[config.mk]
export PLATFORM = sky130hd
export DESIGN_NAME = imem_loader
export DESIGN_NICKNAME = d
export VERILOG_FILES = /design/src/rtl/pipeline_pkg.sv /design/src/rtl/imem_loader_byte_packer.sv /design/src/rtl/imem_loader.sv
export SDC_FILE = /design/constraint.sdc
export NUM_CORES = 1
export LEC_CHECK = 0
export BUFFER_PORTS_ARGS = -buffer_cell sky130_fd_sc_hd__clkbuf_2
export CORE_MARGIN = 2
export CORE_UTILIZATION = 45
export CTS_CLUSTER_DIAMETER = 50
export DETAILED_ROUTE_END_ITERATION = 16
export MAX_ROUTING_LAYER = met4
export PLACE_DENSITY = 0.68
export SETUP_SLACK_MARGIN = 0.4
export SYNTH_ARGS = -nofsm -noshare
export SYNTH_HDL_FRONTEND = slang
export SYNTH_SLANG_ARGS = --single-unit
[constraint.sdc]
create_clock -name clk -period 3.4 [get_ports clk]
set_clock_uncertainty 0.15 [all_clocks]
set_input_delay 0.17 -clock clk [delete_from_list [all_inputs] [get_ports clk]]
set_output_delay 0.17 -clock clk [all_outputs]
set_load 0.01 [all_outputs]
[src/rtl/pipeline_pkg.sv]
// Shared types and constants for the instruction-memory load path.
// Holds the loader FSM state type and byte/word sizing helpers.
package pipeline_pkg;

   typedef enum logic [1:0] {
      IDLE,
      COLLECT,
      WRITE,
      DONE
   } loader_state_t;

   localparam int unsigned DEFAULT_XLEN   = 32;
   localparam int unsigned BYTES_PER_WORD = DEFAULT_XLEN / 8;

   // Width of a byte index; a single-byte word still needs one bit.
   function automatic int unsigned idx_width(input int unsigned bpw);
      return (bpw > 1) ? $clog2(bpw) : 1;
   endfunction

endpackage

[src/rtl/imem_loader_byte_packer.sv]
// Little-endian byte-to-word assembler: byte k of a word lands in bits [8k+7:8k].
// o_word_full flags the byte that completes the current word.
module byte_packer
   import pipeline_pkg::*;
#(
   parameter int unsigned BPW = BYTES_PER_WORD
) (
   input  logic               clk,
   input  logic               reset,
   input  logic               i_load,
   input  logic               i_clear,
   input  logic [7:0]         i_byte,
   output logic [8*BPW-1:0]   o_word,
   output logic               o_word_full
);

   localparam int unsigned       IW   = idx_width(BPW);
   localparam logic [IW-1:0]     LAST = IW'(BPW - 1);

   logic [IW-1:0]     r_idx;
   logic [8*BPW-1:0]  r_word;

   always_ff @(posedge clk or posedge reset) begin
      if (reset) begin
         r_idx  <= '0;
         r_word <= '0;
      end else if (i_clear) begin
         r_idx <= '0;
      end else if (i_load) begin
         for (int unsigned k = 0; k < BPW; k++) begin
            if (r_idx == IW'(k)) begin
               r_word[8*k +: 8] <= i_byte;
            end
         end
         r_idx <= (r_idx == LAST) ? '0 : r_idx + 1'b1;
      end
   end

   assign o_word      = r_word;
   assign o_word_full = i_load && (r_idx == LAST);

endmodule

[src/rtl/imem_loader.sv]
// Streams program bytes into imem as packed words at consecutive addresses,
// holding the core while a load is in progress and keeping a running checksum.
module imem_loader
   import pipeline_pkg::*;
#(
   parameter int unsigned XLEN       = DEFAULT_XLEN,
   parameter int unsigned ADDR_WIDTH = 8
) (
   input  logic                  clk,
   input  logic                  reset,
   input  logic                  start,
   input  logic [ADDR_WIDTH:0]   load_words,
   input  logic                  byte_valid,
   input  logic [7:0]            byte_data,
   output logic                  byte_ready,
   output logic                  we,
   output logic [ADDR_WIDTH-1:0] waddr,
   output logic [XLEN-1:0]       wdata,
   output logic                  busy,
   output logic                  cpu_hold,
   output logic                  done,
   output logic                  overflow,
   output logic [XLEN-1:0]       checksum
);

   localparam int unsigned         BPW   = XLEN / 8;
   localparam logic [ADDR_WIDTH:0] DEPTH = {1'b1, {ADDR_WIDTH{1'b0}}};

   loader_state_t           r_state;
   loader_state_t           w_next;
   logic [ADDR_WIDTH:0]     r_target;
   logic [ADDR_WIDTH-1:0]   r_count;
   logic [ADDR_WIDTH-1:0]   r_waddr;
   logic [XLEN-1:0]         r_checksum;
   logic                    r_overflow;

   logic                    w_idle;
   logic                    w_start;
   logic                    w_accept;
   logic                    w_clear;
   logic                    w_word_full;
   logic                    w_last_word;
   logic [XLEN-1:0]         w_word;
   logic [ADDR_WIDTH:0]     w_target;

   assign w_idle      = (r_state == IDLE) || (r_state == DONE);
   assign w_start     = start && w_idle;
   assign w_accept    = byte_valid && (r_state == COLLECT);
   assign w_clear     = w_start || (r_state == WRITE);
   assign w_target    = (load_words > DEPTH) ? DEPTH : load_words;
   // Completion is decided by the word counter alone, so waddr never wraps.
   assign w_last_word = ({1'b0, r_count} == (r_target - 1'b1));

   byte_packer #(
      .BPW (BPW)
   ) u_packer (
      .clk         (clk),
      .reset       (reset),
      .i_load      (w_accept),
      .i_clear     (w_clear),
      .i_byte      (byte_data),
      .o_word      (w_word),
      .o_word_full (w_word_full)
   );

   always_ff @(posedge clk or posedge reset) begin
      if (reset) begin
         r_state <= IDLE;
      end else begin
         r_state <= w_next;
      end
   end

   always_comb begin
      w_next = r_state;
      case (r_state)
         IDLE, DONE: begin
            if (start) begin
               w_next = (w_target == '0) ? DONE : COLLECT;
            end
         end
         COLLECT: begin
            if (w_word_full) begin
               w_next = WRITE;
            end
         end
         WRITE: begin
            w_next = w_last_word ? DONE : COLLECT;
         end
         default: w_next = IDLE;
      endcase
   end

   always_ff @(posedge clk or posedge reset) begin
      if (reset) begin
         r_target   <= '0;
         r_count    <= '0;
         r_waddr    <= '0;
         r_checksum <= '0;
         r_overflow <= 1'b0;
      end else if (w_start) begin
         r_target   <= w_target;
         r_overflow <= (load_words > DEPTH);
         r_count    <= '0;
         r_waddr    <= '0;
         r_checksum <= '0;
      end else if (r_state == WRITE) begin
         r_checksum <= r_checksum + w_word;
         if (!w_last_word) begin
            r_count <= r_count + 1'b1;
            r_waddr <= r_waddr + 1'b1;
         end
      end
   end

   always_comb begin
      byte_ready = 1'b0;
      we         = 1'b0;
      busy       = 1'b0;
      done       = 1'b0;
      case (r_state)
         COLLECT: begin
            byte_ready = 1'b1;
            busy       = 1'b1;
         end
         WRITE: begin
            we   = 1'b1;
            busy = 1'b1;
         end
         DONE:    done = 1'b1;
         default: ;
      endcase
   end

   assign cpu_hold = busy;
   assign waddr    = r_waddr;
   assign wdata    = w_word;
   assign checksum = r_checksum;
   assign overflow = r_overflow;

endmodule

==> results.env, run 1 <==
TRITONCTS='done'
FINAL.PERIOD_UTILIZATION_PCT=86.61
DRT_PASS1_ITERATIONS=5
SYNTH_SEQUENTIAL_AREA_RATIO_PCT=39.05
FINAL.SETUP.TNS_NS=0
FIRST_PASS_GRT_WIRE_LENGTH_MICRONS=26770
CRITICAL_PATH.ENDPOINT_TYPE='flip-flop'
WORST_PIN_SLEW_NS=0.6605
WORST_PATH_MOST_REPEATED_CELL='sky130_fd_sc_hd__o2111a_1'
START_KIND='flip-flop'
GRT_MAX_DEGREE=57
NUM_ANTENNA_CELLS=0
DRTANTENNAVIOLNETS=0
MAXSLEWHEADROOM_PCT=55.86
PLACE.PORT_BUFFERS=98
H-TREE-DEPTH=3
YS_SEQ_ELEMENTS=94
WORSTPATHCELLLIST='ha_2 -> inv_1 -> fa_2 -> nor2b_4 -> o2111a_1 -> o31a_1 -> o21bai_2 -> a311o_1 -> and2_1 -> o2111a_1 -> a211oi_2'
FINAL_PERIOD_MINUS_WORST_SETUP_SLACK_NS=2.945
GP_CONGESTION=0.9561
DRIVE_ABOVE_1_SHARE_PCT=24.33
FP.DIEH_MICRONS=119.7
CRITPATHREQUIREDTIME_NS=3.51
NUM_VIAS=5365
SYNTHFLOPTYPE='sky130_fd_sc_hd__dfrtp_1'
CLK_TRANSITION_REPORTED_PATHS_NS=0.06
SYNTH_ASYNC_SR_FLOP_SHARE_PCT=100.0
SYNTH_AREA_LEADERS='sky130_fd_sc_hd__dfrtp_1, sky130_fd_sc_hd__ha_1, sky130_fd_sc_hd__mux2_2'
DIE_WIDTH_MICRONS=119.7
CLK-INSERTION-DELAY-LATE_NS=0.36
MOST_COMMON_CELL_AFTER_LAYOUT_FILL_AND_TAPS_ASIDE='sky130_fd_sc_hd__clkbuf_2'
FINAL_CELL_MIX='sky130_fd_sc_hd__clkbuf_2, sky130_fd_sc_hd__dfrtp_1, sky130_fd_sc_hd__nand2_1'
SYN-CELL-AREA_SQ_UM=6023
GROUTE.LAYER.MET1.USAGE_PCT=32.36
AREA_ADDED_BETWEEN_SYNTHESIS_AND_FINISH_PCT=19.55
MASTER_CELL_OF_THE_CLOCK_ROOT_BUFFER='sky130_fd_sc_hd__clkbuf_16'
LEAKAGE_uW=0.003479
ROUTED_WIRE_LENGTH_PER_INSTANCE_MICRONS=18.09
ANTENNA_FOUND_INITIAL=0
WORST_EP_ARRIVAL_TIME_NS=3.05
FINAL_MAX_SLEW_VIOLS=0
NUM_ROWS=42
SYNTH.LARGEST_AREA_CELL='sky130_fd_sc_hd__dfrtp_1'
TIMING_HOLD_VIOLATIONS_FINAL=0
POST-ROUTE-DRC-COUNT=0
CRITPATHTOPFAMILY='compound AO/OA/AOI/OAI gates'
PEAKVDDDROP_mV=0.4915
GRT_PASS1_VIAS=5120
VIA_PER_INST=5.806
USE_MET3_PCT=5.038
POST_DP_HPWL_MICRONS=12110
WORST-PATH-BUF-INV=1
MAXCLOCKFREQUENCY_MHz=339.6
FRACTION_OF_POST_SYNTHESIS_CELL_AREA_IN_THE_TOP_CELL_TYPE_BY_AREA_PCT=39.05
CELL_COUNT_AFTER_SYNTHESIS=634
PIN_COUNT=99
FILLERINSTANCES=1203
LAYOUTNONFILLERINSTCOUNT=924
CTS.SINK_COUNT=94
POWERDENSITY_nW_PER_UM2=889.1
CRIT_FANOUT=4
MET2_USAGE_PCT=39.25
YOSYSUNIQUECELLTYPES=62
SYNTH-EDFF-COUNT=0
SYNTH.AVG_CELL_AREA_SQ_UM=9.500
GLOBALROUTETOTALUTIL_PCT=24.68
GLOBALROUTEOVERFLOWTOTAL=0
GLOBALROUTE.BUSIESTLAYER='met2'
DIE-AREA_SQ_UM=14330
YOSYS_WARNINGS=0
NUMCTSBUFFERS=9
INITIAL_UTILIZATION_PCT=45.85
FINALNETCOUNT=808
PLACEDCELLCOUNT=894
CLOCKBUFFERDEPTH=2
CRITPATHMAXSTAGEDELAY_NS=0.42
TIMING_WORST_SETUP_PATH_TYPE='reg -> reg'
GRT_SETUP_UNREPAIRED='true'
TIMING.FINAL.SETUP_VIOLATIONS=0
WORST_HOLD_PATH_TYPE='in -> reg'
CRIT_PATH_TOP_DELAY_CELL='sky130_fd_sc_hd__a311o_1'
SYNTH_FP_NETS=698
DETAIL_ROUTE.ITER0.VIOLATIONS=336
FINAL_ROUTED_WIRELENGTH_MICRONS=16720
CORE_OUTLINE_AREA_SQ_UM=13140
DRV.MAX_CAP_VIOLATION_COUNT=0
RUN_STATUS='completed'
[Yosys cell counts (all sizes together) (2+ instances only)]
library cell,number
nand3,17
nand4b,2
a21oi,40
or2,2
nor2b,3
o21a,5
and2,7
nor2,52
a21o,10
xor2,19
ha,42
a31oi,4
and3,8
o31a,2
o22ai,4
clkbuf,15
or3,7
nor4b,3
nand4,14
dfrtp,94
nor4,8
o21bai,6
a2111oi,5
or4,2
inv,23
o211ai,10
o21ai,29
mux2i,19
mux2,33
a311o,2
o2111a,2
nand3b,9
xnor2,18
nor3,21
nand2b,6
a211oi,6
o2111ai,2
a21boi,2
buf,6
nand2,62
[per-stage QoR]
| stage | cell area (sq um) | hold WS [ns] | total power [uW] | util [%] | setup WS (ns) |
|---|---|---|---|---|---|
| after floorplan | 6023 | 0.1678 | 4245 | - | 0.6284 |
| after global placement | 6693 | 0.05566 | 5151 | 50.94 | 0.4782 |
| after detailed placement | 6693 | 0.05825 | 5235 | 50.94 | 0.3076 |
| after CTS | 7089 | 0.005047 | 6313 | 53.96 | 0.3984 |
| after global routing | 7201 | 0.009333 | 6884 | 54.81 | 0.3296 |
| final | 7201 | 0.01255 | 6402 | 54.81 | 0.4553 |
[layout make-up]
class	count	area, sq um	area share [%]
tap	176	220.2	3.058
clock inverter	4	47.55	0.6603
clock buffer	11	242.7	3.371
multi-input combinational	495	3538	49.14
inverter	24	96.34	1.338
timing repair buffer	120	703.2	9.765
sequential	94	2352	32.67
[layer usage]
metal  share of wire [%]  up-vias  wire length [microns]
met5                   0        -                      0
met4                 2.1        0                    349
met3                 5.8       27                    962
met2                  48      183                   8078
met1                  44     2624                   7325
li1                    -     2531                      -
[sequential cells by signal (all words and copies together) (netlist names)]
signal / count
r_target: 9
r_count: 8
r_state: 2
overflow: 1
waddr: 8
u_packer.o_word: 32
checksum: 32
u_packer.r_idx: 2
[worst paths after layout]
| kind | from | endpoint | slack, ns | cells past startpoint |
|---|---|---|---|---|
| worst max register to register | checksum[0]$_DFFE_PP0N_ | checksum[26]$_DFFE_PP0N_ | 0.46 | 11 |
| worst min-delay path | byte_data[6] | u_packer.o_word[6]$_DFFE_PP0P_ | 0.01 | 2 |
| worst max-delay path | checksum[0]$_DFFE_PP0N_ | checksum[26]$_DFFE_PP0N_ | 0.46 | 11 |
| worst min register to register | overflow$_DFFE_PP0P_ | overflow$_DFFE_PP0P_ | 0.32 | 2 |
| max in group asynchronous | reset | checksum[29]$_DFFE_PP0N_ | 2.06 | 4 |
| min in group asynchronous | reset | checksum[7]$_DFFE_PP0N_ | 0.22 | 3 |
[cell families after synthesis]
| group | count (synthesis) | synth area share [%] |
|---|---|---|
| AO/OA/AOI/OAI | 139 | 15.56 |
| XOR/XNOR | 37 | 5.380 |
| adder cells (fa/ha/maj) | 43 | 9.057 |
| buffers and inverters | 45 | 3.116 |
| flip-flops | 94 | 39.05 |
| multiplexers | 52 | 9.327 |
| AND/OR/NAND/NOR | 224 | 18.51 |
[power by group]
| group | internal (uW) | leakage [uW] | switching (uW) |
|---|---|---|---|
| registers | 1520 | 0.00124 | 415 |
| clock network | 583 | 0.000141 | 428 |
| logic | 1440 | 0.00210 | 2020 |
[timing repair]
action                                  4_1_cts  5_1_grt
pin swaps                                     0        5
gates resized for setup                       4        9
hold endpoints to repair                     41        0
endpoints found under the setup margin        4       26
hold buffers                                  9        0
buffers inserted                              0        6
(Power assumes the default switching activity.)
==> run 2: changes to the inputs <==
Settings changed: CORE_MARGIN 2 to 4, PLACE_DENSITY 0.68 to 0.63.
==> run 2 against run 1 <==
Setup slack improved by 0.025 ns; clock-buffer cell count unchanged; clock power increased by 11%; die area increased by 6.8%; core utilization increased by 0.14 points; critical path depth unchanged; combinational power increased by 1%; design area increased by 0.66%; critical endpoint unchanged.
==> results.env, run 2 (same netlist as run 1, synthesis figures left out) <==
CRITPATHREQUIREDTIME_NS=3.53  # +0.02 ns
FIRST_PASS_GRT_WIRE_LENGTH_MICRONS=26700  # -0.23%
FP.DIEH_MICRONS=123.7  # +3.3%
DIE_WIDTH_MICRONS=123.7  # +3.3%
DRV.MAX_CAP_VIOLATION_COUNT=0  # unchanged
P_SEQ_SHARE_PCT=29.4  # -0.8 points
MAXCLOCKFREQUENCY_MHz=342.5  # +0.84%
NUM_ROWS=42  # unchanged
TRITONCTS='done'
LEAKAGE_uW=0.003508  # +0.85%
CTS.SINK_COUNT=94  # unchanged
GRT_SETUP_UNREPAIRED='true'
DESIGN_POWER_TOTAL_uW=6548  # +2.3%
PIN_COUNT=99  # unchanged
POWERDENSITY_nW_PER_UM2=903.4  # +1.6%
ANTENNA_FOUND_INITIAL=0  # unchanged
TIMING_WORST_SETUP_PATH_TYPE='reg -> reg'
NETSWITCHINGPOWER_uW=2915  # +1.8%
RUN_STATUS='completed'
HOLD-WORST-SLACK_NS=0.01555  # +0.003002 ns
ROUTED_WIRE_LENGTH_PER_INSTANCE_MICRONS=18.41  # +1.8%
SHARE_COMB_OF_TOTAL_POWER_PCT=53.4  # -0.6 points
FINALNETCOUNT=809  # +0.12%
GLOBALROUTEOVERFLOWTOTAL=0  # unchanged
GRT_MAX_DEGREE=57  # unchanged
DRIVE_ABOVE_1_SHARE_PCT=24.27  # -0.065 points
START_KIND='flip-flop'
P_INT_uW=3634  # +2.7%
PEAKVDDDROP_mV=0.4257  # -13%
GRT_PASS1_VIAS=5122  # +0.039%
WORST_EP_ARRIVAL_TIME_NS=3.05  # about the same
DIE-AREA_SQ_UM=15300  # +6.8%
TIMING.FINAL.SETUP_VIOLATIONS=0  # unchanged
TIMING_HOLD_VIOLATIONS_FINAL=0  # unchanged
GP_CONGESTION=0.9320  # -2.5%
NUMCTSBUFFERS=9  # unchanged
FILLERINSTANCES=1181  # -1.8%
FINAL_MAX_SLEW_VIOLS=0  # unchanged
MOST_COMMON_CELL_AFTER_LAYOUT_FILL_AND_TAPS_ASIDE='sky130_fd_sc_hd__clkbuf_2'
MAXSLEWHEADROOM_PCT=55.56  # -0.30 points
FINAL_CELL_MIX='sky130_fd_sc_hd__clkbuf_2, sky130_fd_sc_hd__dfrtp_1, sky130_fd_sc_hd__nand2_1'
FINAL.SETUP.TNS_NS=0  # unchanged
FINAL_PERIOD_MINUS_WORST_SETUP_SLACK_NS=2.920  # -0.02459 ns
WORST_PIN_SLEW_NS=0.6649  # +0.004433 ns
NUM_VIAS=5381  # +0.30%
DRT_PASS1_ITERATIONS=5  # unchanged
CLK_TRANSITION_REPORTED_PATHS_NS=0.07  # about the same
CRITICAL_PATH.ENDPOINT_TYPE='flip-flop'
CRIT_FANOUT=3  # -1
CORE_OUTLINE_AREA_SQ_UM=13190  # +0.40%
DETAIL_ROUTE.ITER0.VIOLATIONS=454  # +35%
P_CLK_SHARE_PCT=17.2  # +1.4 points
MASTER_CELL_OF_THE_CLOCK_ROOT_BUFFER='sky130_fd_sc_hd__clkbuf_16'
WORST_HOLD_PATH_TYPE='in -> reg'
AREA_ADDED_BETWEEN_SYNTHESIS_AND_FINISH_PCT=20.34
PLACE.PORT_BUFFERS=98  # unchanged
POST_DP_HPWL_MICRONS=12360  # +2.0%
DRTANTENNAVIOLNETS=0  # unchanged
NUM_ANTENNA_CELLS=0  # unchanged
FINAL.PERIOD_UTILIZATION_PCT=85.89  # -0.72 points
CLOCKBUFFERDEPTH=2  # unchanged
CLK-INSERTION-DELAY-LATE_NS=0.35  # about the same
POST-ROUTE-DRC-COUNT=0  # unchanged
POST-ROUTE-WORST-SETUP-SLACK_NS=0.4799  # +0.02459 ns
H-TREE-DEPTH=3  # unchanged
PRECTSSETUPSLACK_NS=0.3080  # +0.0003190 ns
VIA_PER_INST=5.811  # about the same
GLOBALROUTETOTALUTIL_PCT=23.27  # -1.4 points
POWER.SWITCHING_FRACTION_PCT=44.51  # -0.21 points
FINAL_ROUTED_WIRELENGTH_MICRONS=17050  # +2.0%
INITIAL_UTILIZATION_PCT=45.66  # -0.18 points
run 2: worst paths after layout:
check                                         from                              end  slack [ns]  cells after the start
setup / recovery           checksum[0]$_DFFE_PP0N_         checksum[26]$_DFFE_PP0N_        0.48                     11
hold / removal                        byte_data[6]   u_packer.o_word[6]$_DFFE_PP0P_        0.02                      2
setup reg to reg           checksum[0]$_DFFE_PP0N_         checksum[26]$_DFFE_PP0N_        0.48                     11
hold reg to reg               overflow$_DFFE_PP0P_             overflow$_DFFE_PP0P_        0.32                      2
max in group asynchronous                    reset  u_packer.o_word[29]$_DFFE_PP0P_        2.01                      4
min in group asynchronous                    reset   u_packer.o_word[8]$_DFFE_PP0P_        0.23                      3
run 2: area by class of cell:
| cell class | instances | area, sq um | share of cell area [%] |
|---|---|---|---|
| multi-input combinational | 495 | 3548 | 48.96 |
| sequential | 94 | 2352 | 32.45 |
| timing repair buffer | 121 | 700.7 | 9.667 |
| clock buffer | 11 | 252.7 | 3.487 |
| tap | 176 | 220.2 | 3.038 |
| inverter | 24 | 92.59 | 1.277 |
| clock inverter | 5 | 81.33 | 1.122 |
run 2: what timing repair did:
item                                   in CTS  in global routing
setup endpoints to repair                   6                 10
buffers inserted                            3                  3
pin swaps                                   1                  3
hold buffers                               10                  0
endpoints found under the hold margin      45                  0
resized for setup                           3                  9
run 2: worst max-delay path, cell delays in order (launching register included):
cell and delay (ns):
sky130_fd_sc_hd__dfrtp_1 0.41, sky130_fd_sc_hd__ha_4 0.16, sky130_fd_sc_hd__inv_1 0.05, sky130_fd_sc_hd__fa_2 0.35, sky130_fd_sc_hd__nor2b_2 0.18, sky130_fd_sc_hd__o2111a_1 0.23, sky130_fd_sc_hd__o31a_1 0.20, sky130_fd_sc_hd__o21bai_1 0.12
sky130_fd_sc_hd__a311o_1 0.37, sky130_fd_sc_hd__and2_1 0.19, sky130_fd_sc_hd__o2111a_1 0.26, sky130_fd_sc_hd__a211oi_2 0.19
run 2: per-stage QoR:
step | cell area (sq um) | util [%] | std cells
after floorplan | 6023 | - | 634
after global routing | 7248 | 54.95 | 926
after global placement | 6693 | 50.74 | 894
after CTS | 7179 | 54.43 | 923
after detailed placement | 6693 | 50.74 | 894
final | 7248 | 54.95 | 926
run 2: metal layers:
layer	global-route usage (%)	part of all wire [%]	vias to the layer above
met5	-	0	-
met4	9.481	2.6	0
met3	2.634	4.8	26
met2	35.11	46	165
met1	32.06	47	2658
li1	-	-	2532
run 2: power groups by stage:
stage | combinational [uW] | sequential, uW | clock (uW)
floorplan | 2270 | 1980 | 0
global placement | 3280 | 1910 | 0
detailed placement | 3330 | 1940 | 0
CTS | 3420 | 1920 | 1150
global route | 3850 | 1980 | 1200
finish | 3500 | 1930 | 1120
==> run 3: changes to the inputs <==
Settings changed: TNS_END_PERCENT set to 20.
Clock period 3.4 ns to 3 ns, I/O delays scaled along.
==> run 3 against run 2 <==
Sequential power up 12%; first-iteration DRC count down 5.7%; largest power group unchanged; via count down 0.26%; core utilization up 1.6 points; highest routed layer unchanged; global-route usage up 0.84 points; flip-flop and latch count unchanged; design area up 2.9%; cell count up 1.9%; non-clock buffer count up 19; hold slack better by 0.019 ns.
==> results.env, run 3 (same netlist as run 1, synthesis figures left out) <==
GRT_PASS1_VIAS=5327  # +4.0%
AREA_ADDED_BETWEEN_SYNTHESIS_AND_FINISH_PCT=23.81
LEAKAGE_uW=0.003630  # +3.5%
FINAL.SETUP.TNS_NS=0  # unchanged
CTS.SINK_COUNT=94  # unchanged
POST_DP_HPWL_MICRONS=12620  # +2.1%
FIRST_PASS_GRT_WIRE_LENGTH_MICRONS=27820  # +4.2%
RUN_STATUS='completed'
MAXSLEWHEADROOM_PCT=38.78  # -17 points
DIE-AREA_SQ_UM=15300  # unchanged
GP_CONGESTION=0.9541  # +2.4%
NUM_ROWS=42  # unchanged
PLACE.PORT_BUFFERS=98  # unchanged
TIMING_WORST_SETUP_PATH_TYPE='reg -> reg'
TIMING.FINAL.SETUP_VIOLATIONS=0  # unchanged
CORE_OUTLINE_AREA_SQ_UM=13190  # unchanged
DRTANTENNAVIOLNETS=0  # unchanged
NUM_ANTENNA_CELLS=0  # unchanged
CLK_TRANSITION_REPORTED_PATHS_NS=0.07  # about the same
DETAIL_ROUTE.ITER0.VIOLATIONS=428  # -5.7%
WORST_PIN_SLEW_NS=0.9163  # +0.2514 ns
CLOCKBUFFERDEPTH=2  # unchanged
ANTENNA_FOUND_INITIAL=0  # unchanged
NUMCTSBUFFERS=9  # unchanged
FINAL_PERIOD_MINUS_WORST_SETUP_SLACK_NS=2.688  # -0.2321 ns
VIA_PER_INST=5.685  # -2.2%
NUM_VIAS=5367  # -0.26%
GLOBALROUTETOTALUTIL_PCT=24.11  # +0.84 points
CLK-INSERTION-DELAY-LATE_NS=0.35  # about the same
FINAL_MAX_SLEW_VIOLS=0  # unchanged
FINALNETCOUNT=828  # +2.3%
POST-ROUTE-CELL-AREA_SQ_UM=7457  # +2.9%
WORST_EP_ARRIVAL_TIME_NS=2.81  # -0.24 ns
FINAL_CELL_MIX='sky130_fd_sc_hd__clkbuf_2, sky130_fd_sc_hd__dfrtp_1, sky130_fd_sc_hd__nand2_1'
START_KIND='flip-flop'
DIE_WIDTH_MICRONS=123.7  # unchanged
PEAKVDDDROP_mV=0.5374  # +26%
CRITICAL_PATH.ENDPOINT_TYPE='flip-flop'
POST_DP_CELL_AREA_SQ_UM=6807  # +1.7%
FP.DIEH_MICRONS=123.7  # unchanged
GRT_MAX_DEGREE=41  # -28%
ROUTED_WIRE_LENGTH_PER_INSTANCE_MICRONS=18.34  # -0.41%
FINAL_CORE_UTILIZATION_PCT=56.54  # +1.6 points
INITIAL_UTILIZATION_PCT=45.66  # unchanged
CRITPATHREQUIREDTIME_NS=3.12  # -0.41 ns
MAXCLOCKFREQUENCY_MHz=372.0  # +8.6%
MASTER_CELL_OF_THE_CLOCK_ROOT_BUFFER='sky130_fd_sc_hd__clkbuf_16'
FINAL_ROUTED_WIRELENGTH_MICRONS=17310  # +1.5%
DRIVE_ABOVE_1_SHARE_PCT=28.26  # +4.0 points
GLOBALROUTEOVERFLOWTOTAL=0  # unchanged
POWERDENSITY_nW_PER_UM2=1012  # +12%
HOLD-WORST-SLACK_NS=0.03505  # +0.01950 ns
MOST_COMMON_CELL_AFTER_LAYOUT_FILL_AND_TAPS_ASIDE='sky130_fd_sc_hd__clkbuf_2'
DRV.MAX_CAP_VIOLATION_COUNT=0  # unchanged
FINAL.PERIOD_UTILIZATION_PCT=89.60  # +3.7 points
TRITONCTS='done'
PIN_COUNT=99  # unchanged
DRT_PASS1_ITERATIONS=5  # unchanged
POST-ROUTE-DRC-COUNT=0  # unchanged
TIMING_HOLD_VIOLATIONS_FINAL=0  # unchanged
H-TREE-DEPTH=3  # unchanged
CRIT_FANOUT=3  # unchanged
GRT_SETUP_UNREPAIRED='true'
WORST_HOLD_PATH_TYPE='in -> reg'
DESIGN_POWER_TOTAL_uW=7547  # +15%
[run 3: routing by layer]
metal	up-vias	GRT usage (%)	wire length (microns)
li1	2566	-	-
met1	2592	33.74	8121
met2	189	37.07	7910
met3	20	3.860	1014
met4	0	5.467	263
met5	-	-	0
[run 3: metrics by stage]
stage          std cells  setup WS, ns
4_1_cts              939        0.2767
6_report             944        0.3119
3_5_place_dp         905       0.01383
5_1_grt              944        0.2145
3_3_place_gp         905        0.1610
2_1_floorplan        634        0.2539
[run 3: final timing paths]
| path | startpoint | end | slack [ns] | depth (start not counted) |
|---|---|---|---|---|
| worst max register to register | u_packer.o_word[0]$_DFFE_PP0P_ | checksum[26]$_DFFE_PP0N_ | 0.31 | 11 |
| worst min register to register | overflow$_DFFE_PP0P_ | overflow$_DFFE_PP0P_ | 0.32 | 2 |
| worst min-delay path | byte_data[7] | u_packer.o_word[31]$_DFFE_PP0P_ | 0.04 | 2 |
| worst max-delay path | u_packer.o_word[0]$_DFFE_PP0P_ | checksum[26]$_DFFE_PP0N_ | 0.31 | 11 |
| min in group asynchronous | reset | u_packer.o_word[5]$_DFFE_PP0P_ | 0.38 | 3 |
| max in group asynchronous | reset | checksum[21]$_DFFE_PP0N_ | 1.56 | 4 |
[run 3: area by class of cell]
class                   count  area (sq um)
clock buffers              10         229.0
well taps                 176         220.2
flip-flops and latches     94          2356
fillers                  1201          5733
clock inverters             5         75.07
inverters                  24         93.84
multi-input cells         495          3625
repair buffers            140         858.3
[run 3: worst max-delay path, stage by stage, from the launching register on]
cell,delay [ns]
sky130_fd_sc_hd__dfrtp_1,0.36
sky130_fd_sc_hd__ha_2,0.19
sky130_fd_sc_hd__inv_2,0.04
sky130_fd_sc_hd__fa_2,0.33
sky130_fd_sc_hd__nor2b_2,0.14
sky130_fd_sc_hd__o2111a_1,0.23
sky130_fd_sc_hd__o31a_1,0.19
sky130_fd_sc_hd__o21bai_1,0.11
sky130_fd_sc_hd__a311o_1,0.34
sky130_fd_sc_hd__and2_4,0.16
sky130_fd_sc_hd__o2111a_1,0.24
sky130_fd_sc_hd__a211oi_2,0.13
[run 3: report_power, final]
group,leakage (uW),switching (uW),total (uW),internal [uW]
Clock,0.000152,498,1220,722
Sequential,0.00124,451,2170,1720
Combinational,0.00224,2390,4150,1760
Total,0.00363,3340,7550,4210
[run 3: timing repair]
| action | in CTS | in global routing |
|---|---|---|
| hold buffers | 11 | 0 |
| buffers inserted | 8 | 5 |
| pin swaps | 11 | 9 |
| resized for setup | 17 | 16 |
| endpoints found under the setup margin | 30 | 49 |
| endpoints found under the hold margin | 52 | 0 |
